<file path="config.mk">
export PLATFORM = sky130hd
export DESIGN_NAME = traffic_phase_scheduler
export DESIGN_NICKNAME = d
export VERILOG_FILES = /design/src/rtl/traffic_phase_scheduler.sv
export SDC_FILE = /design/constraint.sdc
export NUM_CORES = 1
export LEC_CHECK = 0
export BUFFER_PORTS_ARGS = -buffer_cell sky130_fd_sc_hd__buf_2
export CAP_MARGIN = 15
export CORE_MARGIN = 2
export CORE_UTILIZATION = 27
export CTS_CLUSTER_DIAMETER = 200
export DETAILED_ROUTE_END_ITERATION = 10
export PLACE_DENSITY_LB_ADDON = 0.15
export SETUP_SLACK_MARGIN = 0.1
export SYNTH_ARGS = -nofsm -noshare
export SYNTH_HDL_FRONTEND = slang
export SYNTH_SLANG_ARGS = --single-unit
</file>
<file path="constraint.sdc">
create_clock -name clk -period 18.2 [get_ports clk]
set_clock_uncertainty 0.2 [all_clocks]
set_input_delay 2.73 -clock clk [delete_from_list [all_inputs] [get_ports clk]]
set_output_delay 2.73 -clock clk [all_outputs]
set_load 0.005 [all_outputs]
</file>
<file path="src/rtl/traffic_phase_scheduler.sv">
// traffic_phase_scheduler: grants one of five approaches (Mid, L, R, T, D) at a
// time through GREEN -> YELLOW -> ALLRED, with density-scaled green, emergency
// preemption/hold and a starvation guard.
// Ports:
//   clk, rst        - rising-edge clock, synchronous active-high reset
//   act[4:0]        - per-approach request valid (bit0 = Mid ... bit4 = D)
//   density[19:0]   - packed 4-bit densities, approach i at [4i+3:4i]
//   emerg[4:0]      - per-approach emergency-vehicle flag
//   green, yellow   - one-hot signal heads (registered)
//   phase           - 0 IDLE, 1 GREEN, 2 YELLOW, 3 ALLRED (registered)
//   cur_app         - last/current granted approach (registered)
//   timer           - remaining cycles in the timed state minus 1 (registered)
//   grant           - pulse in the first GREEN cycle (registered)
module traffic_phase_scheduler #(
  parameter int unsigned MIN_GREEN     = 4,
  parameter int unsigned GREEN_PER_CAR = 3,
  parameter int unsigned MAX_GREEN     = 40,
  parameter int unsigned YELLOW_T      = 3,
  parameter int unsigned ALLRED_T      = 1,
  parameter int unsigned STARVE_LIMIT  = 3
) (
  input  logic        clk,
  input  logic        rst,
  input  logic [4:0]  act,
  input  logic [19:0] density,
  input  logic [4:0]  emerg,
  output logic [4:0]  green,
  output logic [4:0]  yellow,
  output logic [1:0]  phase,
  output logic [2:0]  cur_app,
  output logic [5:0]  timer,
  output logic        grant
);

  localparam int unsigned NAPP = 5;
  localparam int unsigned DW   = 4;
  localparam int unsigned TW   = 6;
  localparam int unsigned CW   = 3;
  localparam int unsigned SW   = 3;
  localparam int unsigned DURW = 10;

  typedef enum logic [1:0] {
    S_IDLE   = 2'd0,
    S_GREEN  = 2'd1,
    S_YELLOW = 2'd2,
    S_ALLRED = 2'd3
  } state_t;

  state_t          state_q, state_d;
  logic [TW-1:0]   timer_d;
  logic [CW-1:0]   cur_d;
  logic [NAPP-1:0] green_d, yellow_d;
  logic            grant_d;
  logic [SW-1:0]   starve_q [NAPP];
  logic [SW-1:0]   starve_d [NAPP];

  logic [DW-1:0]   dens [NAPP];
  logic [NAPP-1:0] elig;
  logic [NAPP-1:0] cur_mask;
  logic            preempt;

  logic            found_e, found_s, found_d;
  logic [CW-1:0]   pick_e, pick_s, pick_d, idx, sel;
  logic [DW-1:0]   best;
  logic [DURW-1:0] dur_raw, dur;

  // Round-robin search position k, starting just after base.
  function automatic logic [CW-1:0] rr_idx(input logic [CW-1:0] base, input int unsigned k);
    int unsigned s;
    s = 32'(base) + 32'd1 + k;
    return CW'(s % NAPP);
  endfunction

  // Unpack densities and derive eligibility.
  always_comb begin
    for (int i = 0; i < NAPP; i++) begin
      dens[i] = density[DW*i +: DW];
      elig[i] = act[i] && ((dens[i] != '0) || emerg[i]);
    end
  end

  assign cur_mask = NAPP'(1) << cur_app;
  // Another eligible approach raised emergency (eligible-with-emerg == act & emerg).
  assign preempt  = |(act & emerg & ~cur_mask);

  // Selection: emergency first, then starved, then highest density (first wins ties).
  always_comb begin
    found_e = 1'b0;
    found_s = 1'b0;
    found_d = 1'b0;
    pick_e  = '0;
    pick_s  = '0;
    pick_d  = '0;
    best    = '0;
    idx     = '0;
    for (int unsigned k = 0; k < NAPP; k++) begin
      idx = rr_idx(cur_app, k);
      if (elig[idx]) begin
        if (emerg[idx] && !found_e) begin
          found_e = 1'b1;
          pick_e  = idx;
        end
        if ((starve_q[idx] >= SW'(STARVE_LIMIT)) && !found_s) begin
          found_s = 1'b1;
          pick_s  = idx;
        end
        if (!found_d || (dens[idx] > best)) begin
          found_d = 1'b1;
          pick_d  = idx;
          best    = dens[idx];
        end
      end
    end
    sel = found_e ? pick_e : (found_s ? pick_s : pick_d);
  end

  // Green duration, computed wide then saturated; emergency grants get the cap.
  always_comb begin
    dur_raw = DURW'(MIN_GREEN) + DURW'(GREEN_PER_CAR) * DURW'(dens[sel]);
    if (found_e || (dur_raw > DURW'(MAX_GREEN))) dur = DURW'(MAX_GREEN);
    else                                          dur = dur_raw;
  end

  // Next-state and next-output logic.
  always_comb begin
    state_d  = state_q;
    timer_d  = timer;
    cur_d    = cur_app;
    green_d  = '0;
    yellow_d = '0;
    grant_d  = 1'b0;
    for (int i = 0; i < NAPP; i++) starve_d[i] = starve_q[i];

    case (state_q)
      S_IDLE: begin
        timer_d = '0;
        if (|elig) begin
          state_d = S_GREEN;
          timer_d = TW'(dur - DURW'(1));
          cur_d   = sel;
          green_d = NAPP'(1) << sel;
          grant_d = 1'b1;
          for (int i = 0; i < NAPP; i++) begin
            if (CW'(i) == sel)                      starve_d[i] = '0;
            else if (elig[i] && (starve_q[i] != '1)) starve_d[i] = starve_q[i] + SW'(1);
          end
        end
      end
      S_GREEN: begin
        green_d = cur_mask;
        if (emerg[cur_app]) begin
          // Emergency on the served approach: hold the timer.
          timer_d = timer;
        end else if (preempt || (timer == '0)) begin
          state_d  = S_YELLOW;
          timer_d  = TW'(YELLOW_T - 1);
          green_d  = '0;
          yellow_d = cur_mask;
        end else begin
          timer_d = timer - TW'(1);
        end
      end
      S_YELLOW: begin
        yellow_d = cur_mask;
        if (timer == '0) begin
          state_d  = S_ALLRED;
          timer_d  = TW'(ALLRED_T - 1);
          yellow_d = '0;
        end else begin
          timer_d = timer - TW'(1);
        end
      end
      S_ALLRED: begin
        if (timer == '0) begin
          state_d = S_IDLE;
          timer_d = '0;
        end else begin
          timer_d = timer - TW'(1);
        end
      end
      default: begin
        state_d = S_IDLE;
        timer_d = '0;
      end
    endcase
  end

  // State and output registers.
  always_ff @(posedge clk) begin
    if (rst) begin
      state_q <= S_IDLE;
      timer   <= '0;
      cur_app <= CW'(4);
      green   <= '0;
      yellow  <= '0;
      grant   <= 1'b0;
      for (int i = 0; i < NAPP; i++) starve_q[i] <= '0;
    end else begin
      state_q <= state_d;
      timer   <= timer_d;
      cur_app <= cur_d;
      green   <= green_d;
      yellow  <= yellow_d;
      grant   <= grant_d;
      for (int i = 0; i < NAPP; i++) starve_q[i] <= starve_d[i];
    end
  end

  assign phase = state_q;

endmodule

</file>
==> results of run 1 <==
[final cells by class]
type | instances | area, um2
fill | 3115 | 20020
multi-input combinational | 896 | 6823
sequential | 37 | 742.0
timing repair buffer | 82 | 483.0
tap | 384 | 480.5
inverter | 62 | 232.7
clock buffer | 7 | 152.6
clock inverter | 1 | 5.005
[worst min path at each step]
stage / startpoint / endpoint / slack (ps)
floorplan: starve_q[0][1]$_SDFFE_PP0P_ / starve_q[0][1]$_SDFFE_PP0P_ / 270
global placement: starve_q[0][2]$_SDFFE_PP0P_ / starve_q[0][2]$_SDFFE_PP0P_ / 300
detailed placement: starve_q[0][2]$_SDFFE_PP0P_ / starve_q[0][2]$_SDFFE_PP0P_ / 300
CTS: starve_q[0][2]$_SDFFE_PP0P_ / starve_q[0][2]$_SDFFE_PP0P_ / 310
global route: starve_q[0][2]$_SDFFE_PP0P_ / starve_q[0][2]$_SDFFE_PP0P_ / 340
finish: starve_q[0][2]$_SDFFE_PP0P_ / starve_q[0][2]$_SDFFE_PP0P_ / 310
[per-layer routing]
| layer | up-vias | global-route usage |
|---|---|---|
| li1 | 4067 | - |
| met2 | 281 | 0.3257 |
| met5 | - | 0 |
| met1 | 4118 | 0.2537 |
| met3 | 63 | 0.01723 |
| met4 | 0 | 0.05682 |
[layout by cell type, fill, tap and decap left out, types with 22 or more instances in the layout]
master	netlist	layout
o21ai_0	37	36
buf_4	5	29
a21oi_1	69	67
ha_1	81	80
nor2b_1	25	25
buf_2	13	53
nor2_1	83	80
mux2i_1	39	39
nand3_1	30	30
nand2_1	101	100
inv_1	57	57
a22oi_1	22	22
dfxtp_1	37	36
[tightest hold or removal path, cell delays in order, from the launching register on]
cell and delay, ps:
dfxtp_1 320, nand3b_1 80, a21oi_1 60
[state kept, by name, summed over array words and instances (netlist names)]
| register | cells |
|---|---|
| starve_q | 15 |
| timer | 6 |
| green | 5 |
| yellow | 5 |
| cur_app | 3 |
| phase | 2 |
| grant | 1 |
[repair_timing]
action	in CTS	in global routing
resized for setup	1	16
setup endpoints to repair	3	6
setup buffers	0	3
pin swaps	0	3
[logic make-up (layout without fill, tap and decap cells)]
family | after synthesis | in the layout | synth area share
multiplexers | 75 | 75 | 0.1280
flip-flops | 37 | 37 | 0.09266
AO/OA/AOI/OAI | 338 | 338 | 0.3148
XOR/XNOR | 21 | 21 | 0.02536
buffers and inverters | 115 | 152 | 0.06214
adder cells (fa/ha/maj) | 83 | 83 | 0.1305
AND/OR/NAND/NOR | 379 | 379 | 0.2465
[through the flow]
stage | util | instance area (um2) | worst slack [ps] | TNS, ps | std cells
final | 0.3082 | 8919 | 1221 | 0 | 1469
after global routing | 0.3082 | 8919 | 108.1 | 0 | 1469
after CTS | 0.3057 | 8845 | 131.4 | 0 | 1466
after detailed placement | 0.3000 | 8680 | -34.91 | -34.91 | 1458
after global placement | 0.3000 | 8680 | 509.7 | 0 | 1458
after floorplan | - | 7994 | 1476 | 0 | 1048
==> results by group, run 1 <==
Clock network
  • CTS tree: built
  • Clock Sinks: 37
  • Worst-Skew Late Latency: 290 ps
  • CTS Buf Count: 5
  • Clock tree buffer depth: 2
  • H-tree depth: 2
  • CTS Hold Bufs: 0
  • Root Buffer: clkbuf_16
  • Clk pin slew, worst setup/hold paths: 60 ps

Setup path
  • Reg-to-Reg End: timer[4]$_SDFFE_PP0P_
  • Crit path depth: 84
  • Crit path capture: timer[4]$_SDFFE_PP0P_
  • Arr. time, crit path: 16,930 ps
  • FF-to-FF Start: cur_app[0]$_SDFFE_PP0P_
  • Startpoint types: register
  • Worst path max stage delay: 610 ps
  • CP endpoint kind: register
  • Worst R2R Setup Slack: 1220 ps
  • Buf/Inv on CP: 7
  • Delay-heaviest family, CP: compound AO/OA/AOI/OAI gates
  • Crit path kind: reg2reg
  • Register-to-Register Path Depth: 84
  • Peak fanout along the critical path: 12
  • Required @ worst endpoint: 18,150 ps
  • Worst setup path startpoint: cur_app[0]$_SDFFE_PP0P_
  • Most used cell along the critical path: ha_1
  • Max stage delay cell, worst path: fa_1

Die
  • Chip width: 176.1 um
  • I/O pins: 54
  • Initial Utilization: 0.2763
  • Total core area: 0.02894 mm2
  • Die ar.: 0.03100 mm2
  • Core Rows: 62
  • Die Ht: 176.1 um

Timing
  • Fin crit period: 16,980 ps
  • Finish-stage setup viols: 0
  • RSZ-0062 raised after global routing: no
  • Worst hold margin: 308.7 ps
  • Relative slew slack: 0.4237
  • Fmax: 58.90 MHz
  • Final Hold Viols: 0
  • Max-slew violation count: 0
  • Least-Margin Pin Slew: 864.4 ps
  • Final period util: 0.9329

Layout
  • Diode count: 0
  • Final nets: 1,198
  • Layout cell share with drive strength beyond 1: 0.1760
  • Area delta synth->final: 11.57%

GRT
  • Global-route wire length before repair: 47.18 mm
  • Vias in the first global route: 8,322
  • Grt total ovfl: 0
  • Initial antenna violation count: 0
  • Total GRT Usage: 0.1903
  • Largest net degree at the start of global routing: 35

Detailed routing
  • DRT iter0 DRCs: 535
  • Drt wl/cell: 20.56 um
  • Total wire length: 30.20 mm
  • First-pass DRT Iterations: 5
  • ANT nets after route: 0
  • Routed wl met3: 1.210 mm
  • Detailed-route DRC error count: 0
  • Routed vias/inst: 5.806
  • M1 wire length: 14.08 mm
  • DR vias: 8,529
  • Top layer in use: met4
  • DR WL met2: 14.20 mm

Synthesis
  • Synth Warn #: 0
  • Cell taking the most area after synthesis: ha_1
  • #FFs+latches synth: 37
  • Post-synth ARST share: 0
  • Most numerous cell in the Yosys netlist: nand2_1
  • Post-synthesis sequential area ratio: 0.09266
  • Post-synth EDFFs: 0
  • Ys flop type: dfxtp_1
  • Commonest cells post-synth: nand2_1 (101), nor2_1 (83), ha_1 (81)
  • Mapped cell area: 0.007994 mm2
  • Net count after synthesis: 1,162
  • Post-synthesis cell type count: 105
  • Synthesized instance count: 1,048
  • Top cell type's share of synthesized area: 0.1268
  • Synth Area per Inst: 7.628 um2
  • Area contributors post-synth: ha_1 (13%), dfxtp_1 (9.3%), mux4_2 (5.6%), mux2i_1 (4.9%), nand2_1 (4.7%)

Worst hold path
  • Hold Path Stages: 2
  • Hold WC Path Type: reg2reg

Placed design
  • HPWL Detailed: 23.32 mm
  • Placer Congestion: 0.9082
  • I/O Buffers: 53

Run status
  • Status: completed

Run
  • Max-capacitance violation count: 0
Power of run 1 is left out: the tool's default activity adds up to more than one toggle a clock period on the data nets, which glitch-free logic cannot reach.
==> inputs of run 2 (changes only) <==
Settings changed: BUFFER_PORTS_ARGS -buffer_cell sky130_fd_sc_hd__buf_2 to -buffer_cell sky130_fd_sc_hd__buf_4.
==> results by group, run 2 (synthesis gave the netlist of run 1 again) <==
Detailed routing
  • Drt wl/cell: 20.76 um (was 20.56 um)
  • First-pass DRT Iterations: 6 (was 5)
  • ANT nets after route: 0 (unchanged)
  • DR vias: 8,360 (was 8,529)
  • Total wire length: 30.47 mm (was 30.20 mm)
  • Routed vias/inst: 5.695 (was 5.806)
  • Detailed-route DRC error count: 0 (unchanged)
  • DRT iter0 DRCs: 585 (was 535)

Die
  • Die Ht: 176.1 um (unchanged)
  • Die ar.: 0.03100 mm2 (unchanged)
  • Core Rows: 62 (unchanged)
  • Total core area: 0.02894 mm2 (unchanged)
  • Initial Utilization: 0.2763 (unchanged)
  • Chip width: 176.1 um (unchanged)
  • I/O pins: 54 (unchanged)

Layout
  • Reg area: 742.0 um2 (unchanged)
  • Diode count: 0 (unchanged)
  • Area delta synth->final: 13.35% (was 11.57%)
  • Design Area, Final: 0.009061 mm2 (was 0.008919 mm2)
  • Most frequent cells in the layout: nand2_1 (100), buf_4 (82), nor2_1 (80), ha_1 (80), a21oi_1 (67) (was nand2_1 (100), nor2_1 (80), ha_1 (80), a21oi_1 (67), inv_1 (57))
  • Top reg by flops: starve_q (unchanged)
  • Final nets: 1,198 (unchanged)
  • Layout cell share with drive strength beyond 1: 0.1753 (was 0.1760)
  • Fillcell total: 3,099 (was 3,115)
  • Commonest non-fill, non-tap cell in the layout: nand2_1 (unchanged)
  • Max reg flops: 15 (unchanged)
  • Top Registers: starve_q: 15 flops, timer: 6 flops (unchanged)
  • Fin cells: 1,468 (was 1,469)
  • Area of the multi-input gates: 0.006848 mm2 (was 0.006823 mm2)

Clock network
  • CTS tree: built (unchanged)
  • Clock Sinks: 37 (unchanged)
  • Root Buffer: clkbuf_16 (unchanged)
  • Clk pin slew, worst setup/hold paths: 60 ps (about the same)
  • CTS Buf Count: 5 (unchanged)
  • H-tree depth: 2 (unchanged)
  • Worst-Skew Late Latency: 280 ps (was 290 ps)
  • CTS Hold Bufs: 0 (unchanged)
  • Clock tree buffer depth: 2 (unchanged)

GRT
  • Met3 usage: 0.01227 (was 0.01723)
  • Global-route wire length before repair: 47.37 mm (was 47.18 mm)
  • Vias in the first global route: 8,139 (was 8,322)
  • Grt total ovfl: 0 (unchanged)
  • Layer with the highest usage: met2 (unchanged)
  • Largest net degree at the start of global routing: 38 (was 35)
  • Total GRT Usage: 0.1921 (was 0.1903)
  • M2 GR Usage: 0.3314 (was 0.3257)
  • M1 GR Usage: 0.2617 (was 0.2537)
  • Initial antenna violation count: 0 (unchanged)

Setup path
  • Delay-heaviest family, CP: compound AO/OA/AOI/OAI gates (unchanged)
  • Buf/Inv on CP: 7 (unchanged)
  • Crit path kind: reg2reg (unchanged)
  • Peak fanout along the critical path: 12 (unchanged)
  • Arr. time, crit path: 16,760 ps (was 16,930 ps)
  • CP endpoint kind: register (unchanged)
  • Max stage delay cell, worst path: fa_1 (unchanged)
  • Startpoint types: register (unchanged)
  • Most used cell along the critical path: ha_1 (unchanged)
  • Required @ worst endpoint: 18,160 ps (was 18,150 ps)
  • Worst path max stage delay: 600 ps (was 610 ps)

Timing
  • Least-Margin Pin Slew: 866.0 ps (was 864.4 ps)
  • Fin crit period: 16,790 ps (was 16,980 ps)
  • Relative slew slack: 0.4185 (was 0.4237)
  • Fmax: 59.55 MHz (was 58.90 MHz)
  • Setup TNS Final: 0 ps (unchanged)
  • Worst hold margin: 308.2 ps (was 308.7 ps)
  • Finish-stage setup viols: 0 (unchanged)
  • Final period util: 0.9227 (was 0.9329)
  • Max-slew violation count: 0 (unchanged)
  • RSZ-0062 raised after global routing: no (unchanged)
  • Final Hold Viols: 0 (unchanged)

Worst hold path
  • Hold WC Path Type: reg2reg (unchanged)

Placed design
  • DP Cell Count: 1,458 (unchanged)
  • I/O Buffers: 53 (unchanged)
  • Dpl cell area: 0.008812 mm2 (was 0.008680 mm2)
  • Placer Congestion: 0.8856 (was 0.9082)
  • HPWL Detailed: 23.36 mm (was 23.32 mm)

Run status
  • Status: completed (unchanged)

Run
  • Max-capacitance violation count: 0 (unchanged)
## run 2: metrics by stage
stage | worst slack, ps | util
4_1_cts | 197.9 | 0.3097
3_5_place_dp | 30.03 | 0.3045
2_1_floorplan | 1476 | -
3_3_place_gp | 524.8 | 0.3045
5_1_grt | 177.8 | 0.3132
6_report | 1406 | 0.3132
## run 2: area by class of cell
type	instances	share of cell area
Clock buffer	7	0.01574
Inverter	62	0.02568
Multi-Input combinational cell	896	0.7557
Sequential cell	37	0.08188
Tap cell	384	0.05302
Timing Repair Buffer	82	0.06794
## run 2: routing by layer
layer,share of wire,vias to the layer above
met3,0.041,45
met2,0.48,245
li1,-,4065
met5,0,-
met1,0.46,4005
met4,0.020,0
## run 2: final timing paths
| path | from | endpoint | slack (ps) | cells past startpoint |
|---|---|---|---|---|
| max reg2reg | cur_app[0]$_SDFFE_PP0P_ | timer[4]$_SDFFE_PP0P_ | 1410 | 84 |
| min | starve_q[0][1]$_SDFFE_PP0P_ | starve_q[0][1]$_SDFFE_PP0P_ | 310 | 2 |
| min reg2reg | starve_q[0][1]$_SDFFE_PP0P_ | starve_q[0][1]$_SDFFE_PP0P_ | 310 | 2 |
| max | cur_app[0]$_SDFFE_PP0P_ | timer[4]$_SDFFE_PP0P_ | 1410 | 84 |
## run 2: tightest hold or removal path: cells and delay by family, from the launching register on
kind | cells | cell delay, ps
AOI/OAI and AO/OA | 1 | 60
DFF | 1 | 320
and+or+nand+nor | 1 | 80
## run 2: timing repair
action,CTS,global route
buffers inserted,0,3
gates resized for setup,1,20
cloned,0,0
pin swaps,0,2
endpoints found under the setup margin,3,6
hold endpoints to repair,0,0
Power of run 2 is left out for the same reason.
